File: src/rtl/fb_arbiter.sv
// fb_arbiter: shares one single-port framebuffer RAM between display scan-out,
// a full-screen clear engine and a buffered pixel-write FIFO (in that priority).
module fb_arbiter #(
   parameter int H_RES      = 640,
   parameter int V_RES      = 480,
   parameter int ADDR_W     = 19,
   parameter int DATA_W     = 12,
   parameter int FIFO_DEPTH = 16
) (
   input  logic              pixelClk,
   input  logic              reset,
   input  logic              hVis,
   input  logic              vVis,
   input  logic [9:0]        xCor,
   input  logic [9:0]        yCor,
   output logic [DATA_W-1:0] pix_data,
   output logic              pix_valid,
   input  logic              wr_valid,
   output logic              wr_ready,
   input  logic [ADDR_W-1:0] wr_addr,
   input  logic [DATA_W-1:0] wr_data,
   input  logic              clr_start,
   input  logic [DATA_W-1:0] clr_color,
   output logic              clr_busy,
   output logic              mem_en,
   output logic              mem_we,
   output logic [ADDR_W-1:0] mem_addr,
   output logic [DATA_W-1:0] mem_wdata,
   input  logic [DATA_W-1:0] mem_rdata,
   output logic [15:0]       drop_cnt
);

   localparam int                PTR_W     = $clog2(FIFO_DEPTH);
   localparam logic [ADDR_W-1:0] NPIX      = ADDR_W'(H_RES * V_RES);
   localparam logic [ADDR_W-1:0] LAST_ADDR = ADDR_W'(H_RES * V_RES - 1);
   localparam logic [PTR_W:0]    PTR_ONE   = 1;
   localparam logic [ADDR_W-1:0] ADDR_ONE  = 1;

   typedef enum logic [1:0] {IDLE, DRAIN, CLEAR} state_t;

   state_t            state, state_nxt;
   logic              vis_q, vis_q2;
   logic [ADDR_W-1:0] rd_addr;
   logic [ADDR_W-1:0] clr_cnt;
   logic [DATA_W-1:0] clr_color_q;
   logic [PTR_W:0]    wptr, rptr;
   logic [ADDR_W-1:0] f_addr [FIFO_DEPTH];
   logic [DATA_W-1:0] f_data [FIFO_DEPTH];
   logic [ADDR_W-1:0] head_addr;
   logic [DATA_W-1:0] head_data;
   logic              empty, full, push, pop, drop, clr_step;

   assign empty     = (wptr == rptr);
   assign full      = (wptr[PTR_W] != rptr[PTR_W]) &&
                      (wptr[PTR_W-1:0] == rptr[PTR_W-1:0]);
   assign head_addr = f_addr[rptr[PTR_W-1:0]];
   assign head_data = f_data[rptr[PTR_W-1:0]];
   // gated by reset so every output reads 0 while reset is held
   assign wr_ready  = !reset && !full && (state == IDLE);
   assign push      = wr_valid && wr_ready;
   assign clr_busy  = (state != IDLE);

   // display pipeline: sample -> RAM read -> rdata capture -> pixel out
   always_ff @(posedge pixelClk or posedge reset) begin
      if (reset) begin
         vis_q     <= 1'b0;
         vis_q2    <= 1'b0;
         rd_addr   <= '0;
         pix_valid <= 1'b0;
         pix_data  <= '0;
      end else begin
         vis_q     <= hVis && vVis;
         vis_q2    <= vis_q;
         rd_addr   <= ADDR_W'(xCor) + ADDR_W'(H_RES) * ADDR_W'(yCor);
         pix_valid <= vis_q2;
         pix_data  <= vis_q2 ? mem_rdata : '0;
      end
   end

   always_ff @(posedge pixelClk) begin
      if (push) begin
         f_addr[wptr[PTR_W-1:0]] <= wr_addr;
         f_data[wptr[PTR_W-1:0]] <= wr_data;
      end
   end

   always_ff @(posedge pixelClk or posedge reset) begin
      if (reset) begin
         wptr        <= '0;
         rptr        <= '0;
         clr_cnt     <= '0;
         clr_color_q <= '0;
         drop_cnt    <= '0;
      end else begin
         if (push) wptr <= wptr + PTR_ONE;
         if (pop)  rptr <= rptr + PTR_ONE;
         if (state == IDLE && clr_start) clr_color_q <= clr_color;
         if (clr_step) clr_cnt <= (clr_cnt == LAST_ADDR) ? '0 : clr_cnt + ADDR_ONE;
         if (drop && drop_cnt != 16'hFFFF) drop_cnt <= drop_cnt + 16'd1;
      end
   end

   always_ff @(posedge pixelClk or posedge reset) begin
      if (reset) state <= IDLE;
      else       state <= state_nxt;
   end

   // slot owner: display read, else clear write, else FIFO pop (drop if out of range)
   always_comb begin
      mem_en    = 1'b0;
      mem_we    = 1'b0;
      mem_addr  = '0;
      mem_wdata = '0;
      pop       = 1'b0;
      drop      = 1'b0;
      clr_step  = 1'b0;
      state_nxt = state;
      if (vis_q) begin
         mem_en   = 1'b1;
         mem_addr = rd_addr;
      end else if (state == CLEAR) begin
         mem_en    = 1'b1;
         mem_we    = 1'b1;
         mem_addr  = clr_cnt;
         mem_wdata = clr_color_q;
         clr_step  = 1'b1;
      end else if (!empty) begin
         pop = 1'b1;
         if (head_addr >= NPIX) begin
            drop = 1'b1;
         end else begin
            mem_en    = 1'b1;
            mem_we    = 1'b1;
            mem_addr  = head_addr;
            mem_wdata = head_data;
         end
      end
      case (state)
         IDLE:    if (clr_start) state_nxt = empty ? CLEAR : DRAIN;
         DRAIN:   if (empty) state_nxt = CLEAR;
         CLEAR:   if (clr_step && clr_cnt == LAST_ADDR) state_nxt = IDLE;
         default: state_nxt = IDLE;
      endcase
   end

endmodule

File: config.mk
export PLATFORM = sky130hd
export DESIGN_NAME = fb_arbiter
export DESIGN_NICKNAME = d
export VERILOG_FILES = /design/src/rtl/fb_arbiter.sv
export SDC_FILE = /design/constraint.sdc
export NUM_CORES = 1
export LEC_CHECK = 0
export CAP_MARGIN = 30
export CELL_PAD_IN_SITES_DETAIL_PLACEMENT = 1
export CELL_PAD_IN_SITES_GLOBAL_PLACEMENT = 2
export CORE_MARGIN = 2
export CORE_UTILIZATION = 30
export CTS_CLUSTER_DIAMETER = 120
export DETAILED_ROUTE_END_ITERATION = 8
export MAX_ROUTING_LAYER = met4
export PLACE_DENSITY_LB_ADDON = 0.25
export SLEW_MARGIN = 15
export SYNTH_ARGS = -nofsm -noshare
export SYNTH_HDL_FRONTEND = slang
export SYNTH_SLANG_ARGS = --single-unit
File: constraint.sdc
create_clock -name pixelClk -period 5.9 [get_ports pixelClk]
set_input_delay 1.18 -clock pixelClk [delete_from_list [all_inputs] [get_ports pixelClk]]
set_output_delay 1.18 -clock pixelClk [all_outputs]
set_load 0.03 [all_outputs]
==> After elaboration in Yosys (flattened, before gate mapping) <==
Memories as Yosys holds them, arrays and structs flattened.
Index checks and enable logic that the tools add are counted.
Widths: inputs -> output; s select.
{ "word_totals": {"in_bits": 81, "out_inout_bits": 64, "regBits": 93, "ramBits": 496, "mem_count": 2, "wordCells": 74} }
{ "classes": {"n_reduce_logical": 13, "n_mul": 1, "addsub": 5, "n_lt_le_gt_ge": 1, "muxes": 31, "eq_ne": 10} }
{ "memory_table": {"columns": ["name", "words", "word_bits", "rd", "rd_clocked_by_memory_dff", "write_ports", "line_no", "text"], "rows": [
  ["f_addr", 16, 19, 1, 0, 1, "47", "logic [ADDR_W-1:0] f_addr [FIFO_DEPTH];"],
  ["f_data", 16, 12, 1, 0, 1, "48", "logic [DATA_W-1:0] f_data [FIFO_DEPTH];"]
]} }
{ "ops": {"columns": ["cell", "count"], "rows": [
  ["$mux 19", 5],
  ["$mux 12", 5],
  ["$add 10x19->19", 1],
  ["$add 19x1->19 const B", 1],
  ["$eq 19x19->1 const B", 1],
  ["$ge 19x19->1 const B", 1],
  ["$add 16x1->16 const B", 1],
  ["$mux 1", 16],
  ["$ne 16x16->1 const B", 1],
  ["$mul 3x10->12 const A", 1],
  ["$add 5x1->5 const B", 2],
  ["$logic_and 1x1->1", 8],
  ["$mux 2", 4],
  ["$pmux 2 s3", 1],
  ["$eq 5x5->1", 1],
  ["$eq 4x4->1", 1],
  ["$ne 2x2->1 const B", 2],
  ["$reduce_and 3->1", 1],
  ["$eq 2x1->1 const B", 1],
  ["$eq 2x2->1 const B", 1],
  ["$logic_not 1->1", 2],
  ["$logic_not 2->1", 1],
  ["$ne 2x1->1 const B", 1],
  ["$reduce_bool 2->1", 1],
  ["$ne 1x1->1", 1]
]} }

==> Depth between registers and ports, before layout <==
{ "logic_depth": {"ltp_word": 8, "depth_mapped": 12, "mapped_depth_nobuf": 10} }

==> Worst setup path after synthesis <==
OpenSTA, ideal clock, no wires.
{ "synth_timing": {"path_kind": "register to register", "from": "register rptr[1]", "to": "memory f_addr[0][0] (enable)", "setup_ns": 0.458, "synth_period_minus_slack_ns": 5.130, "required_time_ns": 5.442, "t_arrival_ns": 4.673, "path_stages_with_launch": 12, "n_path_buf": 5, "setup_slack_ns": 0.770, "path_cell_list": "dfrtp_1 > buf_6 > buf_12 > buf_12 > buf_8 > xor2_2 > nor4_4 > a211oi_1 > and2_1 > buf_2 > nand2_1 > nor3_1"} }
{ "synth_between": {"elab_chain_cells": 8} }
{ "synth_lines": {"columns": ["item", "line_no", "text"], "rows": [
  ["start, declared", "46", "logic [PTR_W:0] wptr, rptr;"],
  ["start signal, assigned", "96", "if (pop) rptr <= rptr + PTR_ONE;"],
  ["$eq 4x4->1", "55", "(wptr[PTR_W-1:0] == rptr[PTR_W-1:0]);"],
  ["$logic_and 1x1->1", "54", "assign full = (wptr[PTR_W] != rptr[PTR_W]) &&"],
  ["$logic_not 1->1", "59", "assign wr_ready = !reset && !full && (state == IDLE);"],
  ["$logic_and 1x1->1 (2 in a row)", "59", null],
  ["via wr_ready", "19", "output logic wr_ready,"],
  ["$logic_and 1x1->1", "60", "assign push = wr_valid && wr_ready;"],
  ["$mux 1", "81", "if (push) begin"],
  ["$mux 1 (implied by the code)", "82", "f_addr[wptr[PTR_W-1:0]] <= wr_addr;"],
  ["end, declared", "47", null]
]} }
The timed path passes the listed nets, and every way through them passes these cells.

==> Worst setup path after layout <==
{ "layout_timing": {"from": "register rptr[0]", "to": "output port mem_addr[14]"} }
{ "layout_between": {"elab_chain_cells": 6, "word_cells_on_any_way": 7, "classes_between": "order compare: 1; eq/ne: 1; mux: 4; memory: 1"} }
{ "layout_lines": {"columns": ["item", "line_no", "text"], "rows": [
  ["$mem_v2 16x19", null, null],
  ["$ge 19x19->1", "129", "if (head_addr >= NPIX) begin"],
  ["$mux 19", "129", null],
  ["$mux 19 (*)", "127", "end else if (!empty) begin"],
  ["$mux 19 (*)", "121", "end else if (state == CLEAR) begin"],
  ["$mux 19 (*)", "118", "if (vis_q) begin"],
  ["end, declared", "27", "output logic [ADDR_W-1:0] mem_addr,"]
]} }
Mark *: on every way between the ends. The rest lies on a longest branch, timed or not.

==> results.json <==
{
  "cp_data_arrival_time_ps": 4430,
  "cp_max_fo": 25,
  "grt_pass1_wl_mm": 89.55,
  "cts-root-buf": "clkbuf_16",
  "crit_path_max_incr_delay_ps": 750,
  "critPathKind": "reg -> out",
  "dieArea_um2": 81630,
  "drt-total-wl_mm": 60.79,
  "antenna_found_initial": 3,
  "drtPass1Iterations": 5,
  "portBuffers": 144,
  "chipHeight_um": 285.7,
  "yosys-top-cells-area": "edfxtp_1 63%, mux4_2 13%, dfrtp_1 9.8%, xnor2_1 1.5%, mux4_1 1.4%",
  "synth.top_cell.area_share_pct": 62.56,
  "ys_seq_area_share_pct": 72.34,
  "rsz0062_at_grt": "false",
  "synth_nets": 1322,
  "leakage_nw": 9.629,
  "max_slew_margin_pct": 38.79,
  "layout.nets": 1511,
  "avgSynthCellArea_um2": 19.63,
  "cts_num_sinks": 589,
  "insertion_delay_ps": 640,
  "maxCapViolCount": 0,
  "stdcell_count": 2507,
  "min_period_ps": 5614,
  "p_per_area_nw_per_um2": 460.9,
  "syn_to_final_growth_pct": 21.42,
  "die_x_um": 285.7,
  "cts_hold_buf": 0,
  "ys_seq_elements": 589,
  "synth_cells": 1213,
  "coreArea_um2": 78740,
  "placed_cells": 2388,
  "grt_max_degree": 57,
  "drt-met1-wl_mm": 26.70,
  "numCtsBuffers": 61,
  "drc_errors": 0,
  "synth_edf_count": 496,
  "final_util_pct": 36.71,
  "grt_usage_pct": 15.40,
  "ios": 145,
  "maxSlewViolCount": 0,
  "finalHoldViolCount": 0,
  "yosysMostFrequentCell": "edfxtp_1",
  "critPathBufInv": 3,
  "worst_clock_skew_ps": 31.71,
  "async_flop_share_pct": 15.79,
  "fin_hold_ws_ps": 493.9,
  "synth_top_cells_by_count": "496 x edfxtp_1, 135 x mux4_2, 93 x dfrtp_1, 75 x nand2_1, 42 x xnor2_1",
  "tightest_slew_ps": 916.0,
  "status": "complete, no violations",
  "slowest_stage": "dfrtp_4",
  "max-clock-path-buffers": 3,
  "fill_cells": 7686,
  "via_per_inst": 4.744,
  "crit_path_end_kind": "output port",
  "clk_pin_slew_worst_paths_ps": 60,
  "initial_core_util_pct": 30.24,
  "cts_tree": "built",
  "synthFlopType": "edfxtp_1",
  "cpMostUsedCell": "buf_4",
  "fmax_ghz": 0.1781,
  "met2_length_mm": 30.57,
  "worstPathCellList": "buf_4, mux2i_1, or3_1, a31o_1, and2_4, o21ai_4, buf_4, o221ai_1, clkdlybuf4s50_1",
  "synth_top_area_cell": "edfxtp_1",
  "grt_pass1_vias": 13090,
  "hold_class": "reg -> reg",
  "met3WireLength_mm": 2.358,
  "rows": 103,
  "cts_htree_levels": 2,
  "top_layer": "met4",
  "grt_overflow_total": 0,
  "dr_total_vias": 11890,
  "antenna_left": 0,
  "yosysWarnings": 0,
  "ys_types": 56,
  "dp_slack_ps": 757.7,
  "finalCritPeriodShare_pct": 95.15,
  "cp.required_ps": 4720,
  "peakVddDrop_mv": 0.2249,
  "fin_tns_setup_ps": 0,
  "crit_family": "buffers and inverters",
  "place_hpwl_mm": 36.47,
  "fin_ws_ps": 286.2,
  "start_kind": "register",
  "syn_area_um2": 23810,
  "routedWlPerCell_um": 24.25,
  "drive_gt1_share_pct": 22.41,
  "drt_iter0_drc": 836,
  "gp_congestion": 0.7185,
  "finalSetupViolCount": 0
}
-- flip-flops by register name, indices dropped and copies added (netlist names) --
name,count
vis_q,1
vis_q2,1
pix_data,12
clr_cnt,19
pix_valid,1
state,2
f_addr,304
clr_color_q,12
f_data,192
rd_addr,19
drop_cnt,16
rptr,5
wptr,5
-- placed cells by master (no fill, tap or decap), types with 13 or more instances in the layout --
cell type / count
a21oi_1: 13
and2_1: 15
buf_4: 24
clkbuf_16: 62
clkdlybuf4s50_1: 144
clkinv_1: 14
dfrtp_1: 89
edfxtp_1: 496
ha_1: 26
inv_1: 34
mux2_2: 21
mux4_1: 13
mux4_2: 135
nand2_1: 75
nand3_1: 17
nor2_1: 27
nor2_4: 13
xnor2_1: 42
xor2_1: 17
-- power by group --
group,leakage [nW],switching (mW),internal [mW],total [mW]
clock,1.02,1.64,2.42,4.06
combinational,2.97,2.34,1.98,4.32
sequential,5.64,0.251,4.69,4.94
total,9.63,4.23,9.09,13.3
-- worst paths after layout --
| check | start | end | slack (ps) | cells after the start |
|---|---|---|---|---|
| hold / removal | drop_cnt[13]$_DFFE_PP0P_ | drop_cnt[13]$_DFFE_PP0P_ | 490 | 1 |
| hold reg to reg | drop_cnt[13]$_DFFE_PP0P_ | drop_cnt[13]$_DFFE_PP0P_ | 490 | 1 |
| min in group asynchronous | reset | vis_q$_DFF_PP0_ | 1130 | 2 |
| setup reg to reg | rptr[2]$_DFFE_PP0P_ | f_data[10][8]$_DFFE_PP_ | 1970 | 8 |
| setup / recovery | rptr[0]$_DFFE_PP0P_ | mem_addr[14] | 290 | 9 |
| max in group asynchronous | reset | rd_addr[3]$_DFF_PP0_ | 3730 | 3 |
-- layout make-up --
cell class                      count  area [um^2]  share of cell area [%]
Sequential cell                   589        17230                   59.61
Antenna cell                        2        5.005                 0.01731
Multi-Input combinational cell    534         6226                   21.54
Clock inverter                     42        510.5                   1.766
Clock buffer                       74         1607                   5.557
Timing Repair Buffer              181         1881                   6.505
Inverter                           35        133.9                  0.4631
Tap cell                         1050         1314                   4.545
-- metal layers --
layer / up-vias / track usage (%)
met4: 0 / 3.770
li1: 5219 / -
met1: 6367 / 19.66
met5: - / -
met2: 231 / 25.84
met3: 76 / 2.329
-- timing repair --
action                                  CTS  global route
setup buffers                             0             1
resized for setup                         0             1
endpoints found under the setup margin    0             5
endpoints found under the hold margin     0             0
-- metrics by stage --
stage / total power, mW / instance area, um^2
2_1_floorplan: 7.930 / 23810
3_3_place_gp: 9.387 / 26750
3_5_place_dp: 9.415 / 26750
4_1_cts: 13.52 / 28870
5_1_grt: 13.93 / 28910
6_report: 13.32 / 28910
-- kinds of logic (layout without fill, tap and decap cells) --
| family | Yosys count | count (layout) | share of synthesized area, % |
|---|---|---|---|
| DFF | 589 | 589 | 72.34 |
| and+or+nand+nor | 199 | 199 | 4.062 |
| muxes | 179 | 179 | 15.62 |
| buffers and inverters | 90 | 332 | 1.976 |
| AOI/OAI and AO/OA | 68 | 68 | 2.234 |
| xor gates and xnor gates | 60 | 60 | 2.239 |
| adders and majority gates | 28 | 28 | 1.535 |
| other | 0 | 2 | 0 |
(Power assumes the default switching activity.)
